===== config.mk =====
export PLATFORM = sky130hd
export DESIGN_NAME = torus_shader
export DESIGN_NICKNAME = d
export VERILOG_FILES = /design/src/rtl/donut_pkg.sv /design/src/rtl/torus_shader_seq_mul.sv /design/src/rtl/torus_shader.sv
export SDC_FILE = /design/constraint.sdc
export NUM_CORES = 1
export LEC_CHECK = 0
export ABC_AREA = 1
export CAP_MARGIN = 5
export CELL_PAD_IN_SITES_DETAIL_PLACEMENT = 1
export CELL_PAD_IN_SITES_GLOBAL_PLACEMENT = 2
export CORE_MARGIN = 10
export CORE_UTILIZATION = 35
export CTS_BUF_LIST = sky130_fd_sc_hd__clkbuf_4
export CTS_CLUSTER_DIAMETER = 50
export CTS_CLUSTER_SIZE = 20
export DETAILED_ROUTE_END_ITERATION = 8
export PLACE_DENSITY = 0.86
export RECOVER_POWER = 50
export SYNTH_ARGS = -nofsm -noshare
export SYNTH_HDL_FRONTEND = slang
export SYNTH_HIERARCHICAL = 1
export SYNTH_SLANG_ARGS = --single-unit

===== constraint.sdc =====
create_clock -name clk48 -period 3.59 [get_ports clk48]
set_input_delay 0.718 -clock clk48 [delete_from_list [all_inputs] [get_ports clk48]]
set_output_delay 0.718 -clock clk48 [all_outputs]
set_load 0.01 [all_outputs]

===== src/rtl/donut_pkg.sv =====
// Shared constants and types for the VGA donut pixel pipeline.
// Latency: n/a (package only).
// Backpressure: n/a (package only).
package donut_pkg;

    // VGA beam timing, shared with the top level
    localparam logic [10:0] H_DISPLAY = 11'd1220;
    localparam logic [10:0] H_TOTAL   = 11'd1525;
    localparam logic [9:0]  V_DISPLAY = 10'd480;
    localparam logic [9:0]  V_TOTAL   = 10'd525;

    localparam int LUMA_W  = 6;
    localparam int LIGHT_W = 8;

    // Light direction after reset: pointing along +x
    localparam logic signed [LIGHT_W-1:0] LX_RST = 8'sd112;
    localparam logic signed [LIGHT_W-1:0] LY_RST = 8'sd0;

    typedef enum logic [1:0] {IDLE, ROTATE, MUL_X, MUL_Y} state_t;

    // Clamp a rotated light component to the symmetric range +/-127
    function automatic logic signed [LIGHT_W-1:0] sat_light(input logic signed [LIGHT_W:0] v);
        if (v > 9'sd127)
            return 8'sd127;
        else if (v < -9'sd127)
            return -8'sd127;
        else
            return v[LIGHT_W-1:0];
    endfunction

endpackage


===== src/rtl/torus_shader_seq_mul.sv =====
// Sequential signed 8x10 shift-add multiplier, one multiplier bit per cycle.
// Latency: done pulses 10 cycles after start; product holds until the next start.
// Backpressure: none; start must only be raised while the unit is idle.
module seq_mul_s8 (
    input  logic               clk48,
    input  logic               rst_n,
    input  logic               start,
    input  logic signed [7:0]  a,
    input  logic signed [9:0]  b,
    output logic               done,
    output logic signed [17:0] product
);

    logic [17:0] acc;
    logic [17:0] a_sh;
    logic [9:0]  b_sh;
    logic [3:0]  cnt;
    logic        busy;
    logic [17:0] a_ext;
    logic [17:0] term;

    assign a_ext   = {{10{a[7]}}, a};
    assign term    = b_sh[0] ? a_sh : 18'd0;
    assign product = acc;

    // Bit 0 is folded into the start cycle; bit 9 carries negative weight
    always_ff @(posedge clk48 or negedge rst_n) begin
        if (!rst_n) begin
            acc  <= '0;
            a_sh <= '0;
            b_sh <= '0;
            cnt  <= '0;
            busy <= 1'b0;
            done <= 1'b0;
        end else if (start) begin
            acc  <= b[0] ? a_ext : 18'd0;
            a_sh <= a_ext << 1;
            b_sh <= {1'b0, b[9:1]};
            cnt  <= 4'd1;
            busy <= 1'b1;
            done <= 1'b0;
        end else if (busy) begin
            acc  <= (cnt == 4'd9) ? acc - term : acc + term;
            a_sh <= a_sh << 1;
            b_sh <= b_sh >> 1;
            cnt  <= cnt + 4'd1;
            if (cnt == 4'd9) begin
                busy <= 1'b0;
                done <= 1'b1;
            end
        end else begin
            done <= 1'b0;
        end
    end

endmodule


===== src/rtl/torus_shader.sv =====
// Annulus shader with rotating directional light; optional rim falloff under TORUS_RIM_EN.
// Latency: 1 cycle from h_count/v_count to donut_luma/donut_visible.
// Backpressure: none; follows the free-running beam, per-frame light update runs in vblank.
module torus_shader
    import donut_pkg::*;
#(
    parameter int CX         = 305,
    parameter int CY         = 240,
    parameter int R_IN       = 90,
    parameter int R_OUT      = 200,
    parameter int AMBIENT    = 24,
    parameter int LUMA_SHIFT = 10,
    parameter int ROT_SHIFT  = 5
) (
    input  logic              clk48,
    input  logic              rst_n,
    input  logic [10:0]       h_count,
    input  logic [9:0]        v_count,
    output logic [LUMA_W-1:0] donut_luma,
    output logic              donut_visible
);

    localparam logic [17:0]        R_IN2      = 18'(R_IN * R_IN);
    localparam logic [17:0]        R_OUT2     = 18'(R_OUT * R_OUT);
    localparam logic signed [10:0] DX0        = 11'(-CX);
    localparam logic signed [10:0] DY0        = 11'(-CY);
    localparam logic [17:0]        DX2_0      = 18'(CX * CX);
    localparam logic [17:0]        DY2_0      = 18'(CY * CY);
    localparam logic signed [9:0]  MUL_BX     = 10'(-CX);
    localparam logic signed [9:0]  MUL_BY     = 10'(-CY);
    localparam logic signed [18:0] BASE_X_RST = 19'(int'(LX_RST) * (-CX));
    localparam logic signed [20:0] AMB        = 21'(AMBIENT);

    // Live light / base products used by the beam, and staged copies for the next frame
    logic signed [7:0]  lx, ly, lx_n, ly_n;
    logic signed [18:0] base_x, base_y, bx_n;

    // Incremental geometry for the current beam position
    logic signed [10:0] dx, dy;
    logic [17:0]        dx2, dy2;
    logic signed [18:0] dotx, doty;

    state_t             state_q, state_d;
    logic               mul_start, mul_done;
    logic signed [7:0]  mul_a;
    logic signed [9:0]  mul_b;
    logic signed [17:0] mul_p;

    // Line/column accumulators: step per column pair, rewind at hblank, reload for frame top
    always_ff @(posedge clk48 or negedge rst_n) begin
        if (!rst_n) begin
            dx   <= DX0;
            dx2  <= DX2_0;
            dotx <= BASE_X_RST;
            dy   <= DY0;
            dy2  <= DY2_0;
            doty <= '0;
        end else if (h_count == H_DISPLAY) begin
            dx   <= DX0;
            dx2  <= DX2_0;
            dotx <= base_x;
            if (v_count == V_TOTAL - 10'd1) begin
                dy   <= DY0;
                dy2  <= DY2_0;
                doty <= base_y;
            end else begin
                dy   <= dy + 11'sd1;
                dy2  <= dy2 + {{6{dy[10]}}, dy, 1'b1};
                doty <= doty + {{11{ly[7]}}, ly};
            end
        end else if (h_count[0] && (h_count < H_DISPLAY)) begin
            dx   <= dx + 11'sd1;
            dx2  <= dx2 + {{6{dx[10]}}, dx, 1'b1};
            dotx <= dotx + {{11{lx[7]}}, lx};
        end
    end

    // Shading datapath feeding the output register
    logic [17:0]        d2;
    logic signed [18:0] dot, dot_sh;
    logic signed [20:0] luma_raw, luma_adj;
    logic [LUMA_W-1:0]  luma_sat;
    logic               active, on_ring;

    assign d2       = dx2 + dy2;
    assign dot      = dotx + doty;
    assign dot_sh   = dot >>> LUMA_SHIFT;
    assign luma_raw = {{2{dot_sh[18]}}, dot_sh} + AMB;
    assign active   = (h_count < H_DISPLAY) && (v_count < V_DISPLAY);
    assign on_ring  = (d2 >= R_IN2) && (d2 < R_OUT2);

`ifdef TORUS_RIM_EN
    // Darken towards both edges of the tube, proportional to distance from mid-radius
    localparam int          R_MID  = (R_IN + R_OUT) / 2;
    localparam logic [17:0] R_MID2 = 18'(R_MID * R_MID);
    logic signed [18:0] rim_diff;
    logic [18:0]        rim_abs, rim_pen;
    assign rim_diff = $signed({1'b0, d2}) - $signed({1'b0, R_MID2});
    assign rim_abs  = rim_diff[18] ? 19'(-rim_diff) : rim_diff;
    assign rim_pen  = rim_abs >> 9;
    assign luma_adj = luma_raw - $signed({2'b00, rim_pen});
`else
    assign luma_adj = luma_raw;
`endif

    // Clamp shade into 0..63
    always_comb begin
        luma_sat = luma_adj[LUMA_W-1:0];
        if (luma_adj < 21'sd0)
            luma_sat = '0;
        else if (luma_adj > 21'sd63)
            luma_sat = '1;
    end

    // Output register: blank outside the active area or off the ring
    always_ff @(posedge clk48 or negedge rst_n) begin
        if (!rst_n) begin
            donut_luma    <= '0;
            donut_visible <= 1'b0;
        end else begin
            donut_visible <= active && on_ring;
            donut_luma    <= (active && on_ring) ? luma_sat : '0;
        end
    end

    // Light rotation by a small angle; ly uses the already-updated lx
    logic signed [7:0] ly_sh, rot_lx, lx_sh, rot_ly;
    assign ly_sh  = ly >>> ROT_SHIFT;
    assign rot_lx = sat_light($signed({lx[7], lx}) - $signed({ly_sh[7], ly_sh}));
    assign lx_sh  = rot_lx >>> ROT_SHIFT;
    assign rot_ly = sat_light($signed({ly[7], ly}) + $signed({lx_sh[7], lx_sh}));

    seq_mul_s8 u_mul (
        .clk48   (clk48),
        .rst_n   (rst_n),
        .start   (mul_start),
        .a       (mul_a),
        .b       (mul_b),
        .done    (mul_done),
        .product (mul_p)
    );

    // Vblank FSM state register
    always_ff @(posedge clk48 or negedge rst_n) begin
        if (!rst_n)
            state_q <= IDLE;
        else
            state_q <= state_d;
    end

    // Vblank FSM sequencing: rotate, then base_x product, then base_y product
    always_comb begin
        state_d   = state_q;
        mul_start = 1'b0;
        mul_a     = rot_lx;
        mul_b     = MUL_BX;
        case (state_q)
            IDLE: begin
                if ((v_count == V_DISPLAY) && (h_count == 11'd0))
                    state_d = ROTATE;
            end
            ROTATE: begin
                mul_start = 1'b1;
                state_d   = MUL_X;
            end
            MUL_X: begin
                if (mul_done) begin
                    mul_start = 1'b1;
                    mul_a     = ly_n;
                    mul_b     = MUL_BY;
                    state_d   = MUL_Y;
                end
            end
            MUL_Y: begin
                if (mul_done)
                    state_d = IDLE;
            end
            default: state_d = IDLE;
        endcase
    end

    // Stage the new light and products; commit all together at the end of MUL_Y
    always_ff @(posedge clk48 or negedge rst_n) begin
        if (!rst_n) begin
            lx     <= LX_RST;
            ly     <= LY_RST;
            lx_n   <= LX_RST;
            ly_n   <= LY_RST;
            base_x <= BASE_X_RST;
            base_y <= '0;
            bx_n   <= BASE_X_RST;
        end else begin
            if (state_q == ROTATE) begin
                lx_n <= rot_lx;
                ly_n <= rot_ly;
            end
            if ((state_q == MUL_X) && mul_done)
                bx_n <= {mul_p[17], mul_p};
            if ((state_q == MUL_Y) && mul_done) begin
                lx     <= lx_n;
                ly     <= ly_n;
                base_x <= bx_n;
                base_y <= {mul_p[17], mul_p};
            end
        end
    end

endmodule


* Word level (Yosys, flattened, before mapping) *
Cells that the tools add are included.

operators by class
  add/subtract/negate cells = 14
  $lt $le $gt $ge = 10
  eq/ne operators = 11
  multiplexer cells = 43
  reductions and logical operators = 12

operators with widths
  operator                 count
  $mux W18                 10
  $add A18 B18 Y18         4
  $add A19 B19 Y19         3
  $mux W19                 3
  $mux W8                  6
  $mux W11                 3
  $add A11 B2 Y11 const B  2
  $mux W10                 2
  $ge A18 B13 Y1 const B   1
  $gt A9 B8 Y1 const B     2
  $lt A18 B16 Y1 const B   1
  $lt A9 B8 Y1 const B     2
  $mux W6                  3
  $mux W9                  2
  $sub A18 B18 Y18         1
  $eq A11 B11 Y1 const B   1
  $logic_not A11 Y1        1
  $lt A11 B11 Y1 const B   1
  $add A9 B6 Y10 const B   1
  $eq A10 B10 Y1 const B   1
  $eq A10 B9 Y1 const B    1
  $gt A10 B7 Y1 const B    1
  $lt A10 B1 Y1 const B    1
  $lt A10 B9 Y1 const B    1
  other kinds (18)         36

word-level totals
  register bits = 243
  logic and storage cells = 112

* Logic depth before layout (Yosys ltp) *
  depth in word-level cells = 8
  gate-level depth with buffers = 33
  mapped depth without buffers = 33

* Cells and area by module *
Netlist, hierarchy kept.

modules (own cells, without submodules)
  module        times used  cells an instance  area each (um2)  seq. area each (um2)
  torus_shader  1           1,831              13,739.4         4,853.4
  seq_mul_s8    1           490                3,477.1          1,251.2

* Worst setup path after synthesis *
No wires, ideal clock.

  path type = register -> register
  start = reg ly[7]
  end = reg ly_n[0]
  library setup time = 113 ps
  arrival time = 3,716 ps
  path slack = -239 ps
  cell stages (with the launch flop) = 30
  path buffers = 0
  clock period less this slack = 3,829 ps
  cells stage by stage = dfrtp_1 > inv_1 > ha_1 > a21oi_1 > o21ai_0 > nand2_1 > nand2_1 > a21oi_1 > xor2_1 > nand2_1 > nand2_1 > nand2_1 > nand2_1 > ha_1 > inv_1 > fa_1 > inv_1 > nand3_2 > nand2_2 > nand2_1 > inv_2 > nand2_1 > nand2_1 > nand2_1 > nand2_2 > inv_2 > nand2_4 > nand3_1 > nand2_1 > inv_1

between the ends
  cells in the longest elaborated chain, start to end = 8
  elaborated cells on any way between the ends = 10
  classes of those cells = 2 x add/sub; 4 x order compare; 4 x mux

RTL lines
  what                    line                 text
  start, declared         torus_shader.sv:35   logic signed [7:0] lx, ly, lx_n, ly_n;
  start signal, assigned  torus_shader.sv:201  ly <= ly_n;
  $sub A8 B3 Y9 *         torus_shader.sv:129  assign rot_lx = sat_light($signed({lx[7], lx}) - $signed({ly_sh[7], ly_sh}));
  $lt A9 B8 Y1            donut_pkg.sv:25      else if (v < -9'sd127)
  $mux W8                 donut_pkg.sv:25
  $mux W8 *               donut_pkg.sv:23      if (v > 9'sd127)
  net rot_lx[5]           torus_shader.sv:127  logic signed [7:0] ly_sh, rot_lx, lx_sh, rot_ly;
  $add A8 B3 Y9 *         torus_shader.sv:131  assign rot_ly = sat_light($signed({ly[7], ly}) + $signed({lx_sh[7], lx_sh}));
  $lt A9 B8 Y1            donut_pkg.sv:25
  $mux W8                 donut_pkg.sv:25
  $mux W8 *               donut_pkg.sv:23
  end signal, assigned    torus_shader.sv:195  ly_n <= rot_ly;
  end, declared           torus_shader.sv:35

Mark *: on every way through the listed nets, which the timed path passes. The rest lies on a longest branch.
A chain may end at the register's enable or synchronous reset.

* Worst setup path after layout *
  start = reg lx[0]
  end = reg ly_n[0]

between the ends
  cells in the longest elaborated chain, start to end = 8
  elaborated cells on any way between the ends = 10
  classes of those cells = 2 x add/sub; 4 x order compare; 4 x mux

RTL lines
  what                    line                 text
  start, declared         torus_shader.sv:35
  start signal, assigned  torus_shader.sv:200  lx <= lx_n;
  $sub A8 B3 Y9 *         torus_shader.sv:129
  $lt A9 B8 Y1            donut_pkg.sv:25
  $mux W8                 donut_pkg.sv:25
  $mux W8 *               donut_pkg.sv:23
  net rot_lx[5]           torus_shader.sv:127
  $add A8 B3 Y9 *         torus_shader.sv:131
  $lt A9 B8 Y1            donut_pkg.sv:25
  $mux W8                 donut_pkg.sv:25
  $mux W8 *               donut_pkg.sv:23

Marked as above.

==> reports/summary.md <==
* **number of input and output port buffers inserted** 29
* **unrepaired setup endpoints after global routing** true
* **Final #Nets** 2,581
* **Slowest Stage Delay on Critical Path** 0.40 ns
* **count of flip-flops with a built-in enable after synthesis** 0
* **DP HPWL** 43,340 um
* **standard-cell rows** 81
* **starting DRC count in detailed routing** 839
* **hold endpoint** u_mul/cnt[3]$_DFFE_PN0N_
* **first-pass GRT wire length** 91,560 um
* **number of global-route vias before repair** 17,100
* **count leader, synth** sky130_fd_sc_hd__nand2_1
* **first drt pass iteration count** 4
* **Post-Syn Area per Cell** 7.418 um^2
* **post-route DRC violation count** 0
* **most common flop cell mapped by yosys** sky130_fd_sc_hd__dfrtp_1
* **endpoints failing hold** 0
* **TritonCTS clock tree** done
* **clock tree sinks** 241
* **total wirelength of the detailed-routed design** 56,280 um
* **kind of start point of the critical path** flip-flop
* **required arrival time at the worst endpoint** 4.32 ns
* **Clock Tree Buf Depth** 3
* **GRT overflow** 0
* **Core Region** 48,750 um^2
* **peak supply drop** 0.5098 mV
* **top cells by count, synth** sky130_fd_sc_hd__nand2_1 (597), sky130_fd_sc_hd__inv_1 (276), sky130_fd_sc_hd__a21oi_1 (190)
* **Synth-to-Final Area Change** 13.12%
* **area fraction in and, or, nand and nor cells after synthesis** 24.50%
* **clock latency on the worst-skew pair** 0.81 ns
* **Worst-Margin Slew** 2.089 ns
* **layout cells sized above 1** 12.92%
* **leading area contributor after synthesis** sky130_fd_sc_hd__dfrtp_1
* **CP most frequent cell** sky130_fd_sc_hd__nand2_2
* **post-layout worst setup margin** -0.09761 ns
* **CTS root buf** sky130_fd_sc_hd__clkbuf_4
* **highest net fanout along the worst path** 6
* **dominant combinational cell family by area after synthesis** simple AND/OR/NAND/NOR gates
* **hold wc startpoint** u_mul/cnt[3]$_DFFE_PN0N_
* **Worst Setup Path Type** reg2reg
* **worst slew margin relative to its limit** -39.25%
* **hold-critical path depth** 1
* **Total Routing Usage GR** 18.91%
* **number of nets produced by synthesis** 2,490
* **maximum clock rate** 271.2 MHz
* **cell leakage power** 0.009577 uW
* **Fin Clk Skew** 0.06646 ns
* **die boundary width** 241.8 um
* **reported max-cap violation count** 1
* **post-synthesis compound-gate area fraction** 16.98%
* **number of different library cells in the post-synthesis netlist** 61
* **Max H-tree Level** 2
* **fraction of synthesized cell area in xor and xnor cells** 4.222%
* **Via Count** 16,080
* **Data arrival, critical path** 4.41 ns
* **final slew viol count** 79
* **Inserted Clock Buffers** 36
* **power density over the cells** 826.6 nW/um^2
* **number of cells traversed by the worst register-to-register path** 33
* **power after layout** 16,100 uW
* **setup total negative slack** -0.4307 ns
* **Adder-Cell Fraction of Synth Area** 10.92%
* **Chip Height** 241.8 um
* **number of register bits inferred by synthesis** 241
* **maximum number of pins on one net before global-route repair** 79
* **IO Pins** 30
* **cell at the slowest stage of the critical path** sky130_fd_sc_hd__dfrtp_1
* **# setup viols final** 8
* **starting density of the core** 35.32%
* **antenna violation net count after detailed routing** 0
* **portion of the post-synthesis area used by sequential elements** 35.46%
* **netlist area before placement** 17,220 um^2
* **sort of element at the end of the critical path** flip-flop
* **clock-pin slew on the worst setup and hold paths** 0.15 ns
* **violations in the final reports** max-capacitance violations, max-slew violations, negative setup slack
* **number of vias per cell after detailed routing** 5.176
* **count of warnings emitted by yosys** 6
* **weighted congestion at the end of routability-driven global placement** 0.8977
* **multiplexer fraction of the synthesized cell area** 0.4578%
* **post-synthesis async set-or-reset flop share** 100.0%
* **part of the cycle the worst path needs** 102.7%
* **final worst path period need** 3.688 ns
* **result of the run** finished with violations
* **capture instance of the worst register-to-register path** ly_n[0]$_DFFE_PN0P_
* **Hold Crit Class** reg2reg
* **reg-to-reg setup timing slack** -0.1 ns
* **beginning of the worst register-to-register path** lx[0]$_DFFE_PN0P_
* **Die Area** 58,460 um^2
* **Syn Inst Count** 2,321
* **share of Yosys cell area claimed by the top area cell type** 26.45%
* **biggest area contributors in the synthesized netlist** sky130_fd_sc_hd__dfrtp_1 (26%), sky130_fd_sc_hd__nand2_1 (13%), sky130_fd_sc_hd__ha_1 (10%), sky130_fd_sc_hd__dfstp_2 (9.0%), sky130_fd_sc_hd__inv_1 (6.0%)
* **post-detailed-route wirelength per cell** 18.12 um
* **antenna violations before repair** 2
[kinds of logic after synthesis]
| kind of cell | count (synthesis) |
|---|---|
| simple gates | 997 |
| compound gates | 509 |
| buf+inv | 336 |
| flops | 241 |
| fa+ha+maj | 146 |
| xor+xnor | 83 |
| mux | 7 |
| other cells | 2 |
[how the worst max path moves through the flow]
| stage | start | to | slack (ns) | cells past startpoint |
|---|---|---|---|---|
| 2_1_floorplan | ly[7]$_DFFE_PN0P_ | ly_n[0]$_DFFE_PN0P_ | 0.02 | 28 |
| 3_3_place_gp | lx[0]$_DFFE_PN0P_ | ly_n[0]$_DFFE_PN0P_ | -0.07 | 33 |
| 3_5_place_dp | lx[0]$_DFFE_PN0P_ | ly_n[0]$_DFFE_PN0P_ | -0.26 | 33 |
| 4_1_cts | lx[0]$_DFFE_PN0P_ | ly_n[0]$_DFFE_PN0P_ | -0.03 | 33 |
| 5_1_grt | lx[0]$_DFFE_PN0P_ | ly_n[0]$_DFFE_PN0P_ | -0.35 | 33 |
| 6_report | lx[0]$_DFFE_PN0P_ | ly_n[0]$_DFFE_PN0P_ | -0.1 | 33 |
[cell usage in the layout, fill, tap and decap left out, drive strengths merged, types with 3 or more instances in the layout]
cell,count
nand2,616
inv,298
a21oi,193
o21ai,187
dfrtp,182
nor2,181
ha,139
nand3,115
buf,71
dfstp,59
xor2,51
clkbuf,41
xnor2,32
o221ai,28
clkdlybuf4s50,28
nor3,24
o211ai,24
nand4,22
a21o,20
a31oi,17
or2,12
nand3b,9
o22ai,9
clkinv,9
mux2,7
fa,7
clkinvlp,6
o31ai,6
and2,5
o21bai,5
nor3b,5
nor4,5
a32o,4
diode,3
a21boi,3
[critical path: cells and delay by family, from the launching register on]
| kind | cells | cell delay [ns] |
|---|---|---|
| compound gates | 1 | 0.16 |
| xor+xnor | 1 | 0.18 |
| fa+ha+maj | 3 | 0.68 |
| buf+inv | 10 | 0.75 |
| flops | 1 | 0.40 |
| simple gates | 18 | 1.43 |
[per-layer routing]
layer	vias up	wire length, um	GRT usage [%]	share of wire (%)
li1	7924	-	-	-
met1	7866	27160	25.42	48
met2	205	25780	30.50	46
met3	81	1898	3.285	3.4
met4	0	1439	5.678	2.6
met5	-	0	0	0
[cell type report]
type                            count  area, um^2
Fill cell                        6054       29270
Multi-Input combinational cell   1744       10070
Sequential cell                   241        6106
Inverter                          285        1070
Timing Repair Buffer              104       852.1
Tap cell                          664       830.8
Clock buffer                       37       277.8
Clock inverter                     28       265.3
Antenna cell                        3       7.507
[registers in the layout (all words and copies together), names as in the netlist, 9 cells and up]
| name | flops |
|---|---|
| dx | 11 |
| dotx | 19 |
| doty | 19 |
| u_mul/product | 18 |
| base_y | 18 |
| dx2 | 18 |
| bx_n | 18 |
| u_mul/b_sh | 9 |
| base_x | 18 |
| u_mul/a_sh | 17 |
| dy2 | 18 |
| dy | 11 |
[report_power, final]
part / internal, uW / switching [uW] / leakage, uW
sequential: 3530 / 646 / 0.00299
clock: 644 / 1390 / 0.000288
combinational: 3700 / 6190 / 0.00630
[stage by stage]
| step | util [%] | cells | instance area (um^2) | hold WS [ns] | setup slack (ns) |
|---|---|---|---|---|---|
| after floorplan | - | 2321 | 17220 | 0.4224 | 0.02407 |
| after detailed placement | 38.19 | 3020 | 18620 | 0.4658 | -0.2619 |
| after global routing | 39.95 | 3105 | 19470 | 0.5042 | -0.3538 |
| after CTS | 39.74 | 3099 | 19370 | 0.4637 | -0.03319 |
| final | 39.95 | 3106 | 19470 | 0.4816 | -0.09761 |
| after global placement | 38.19 | 3020 | 18620 | 0.4611 | -0.07030 |
[what timing repair did]
item,4_1_cts,5_1_grt
setup buffers,13,5
hold buffers,1,0
setup endpoints to repair,8,8
hold endpoints to repair,60,0
gates resized for setup,31,29
pin swaps,22,22
Power figures use the tool's default switching activity.
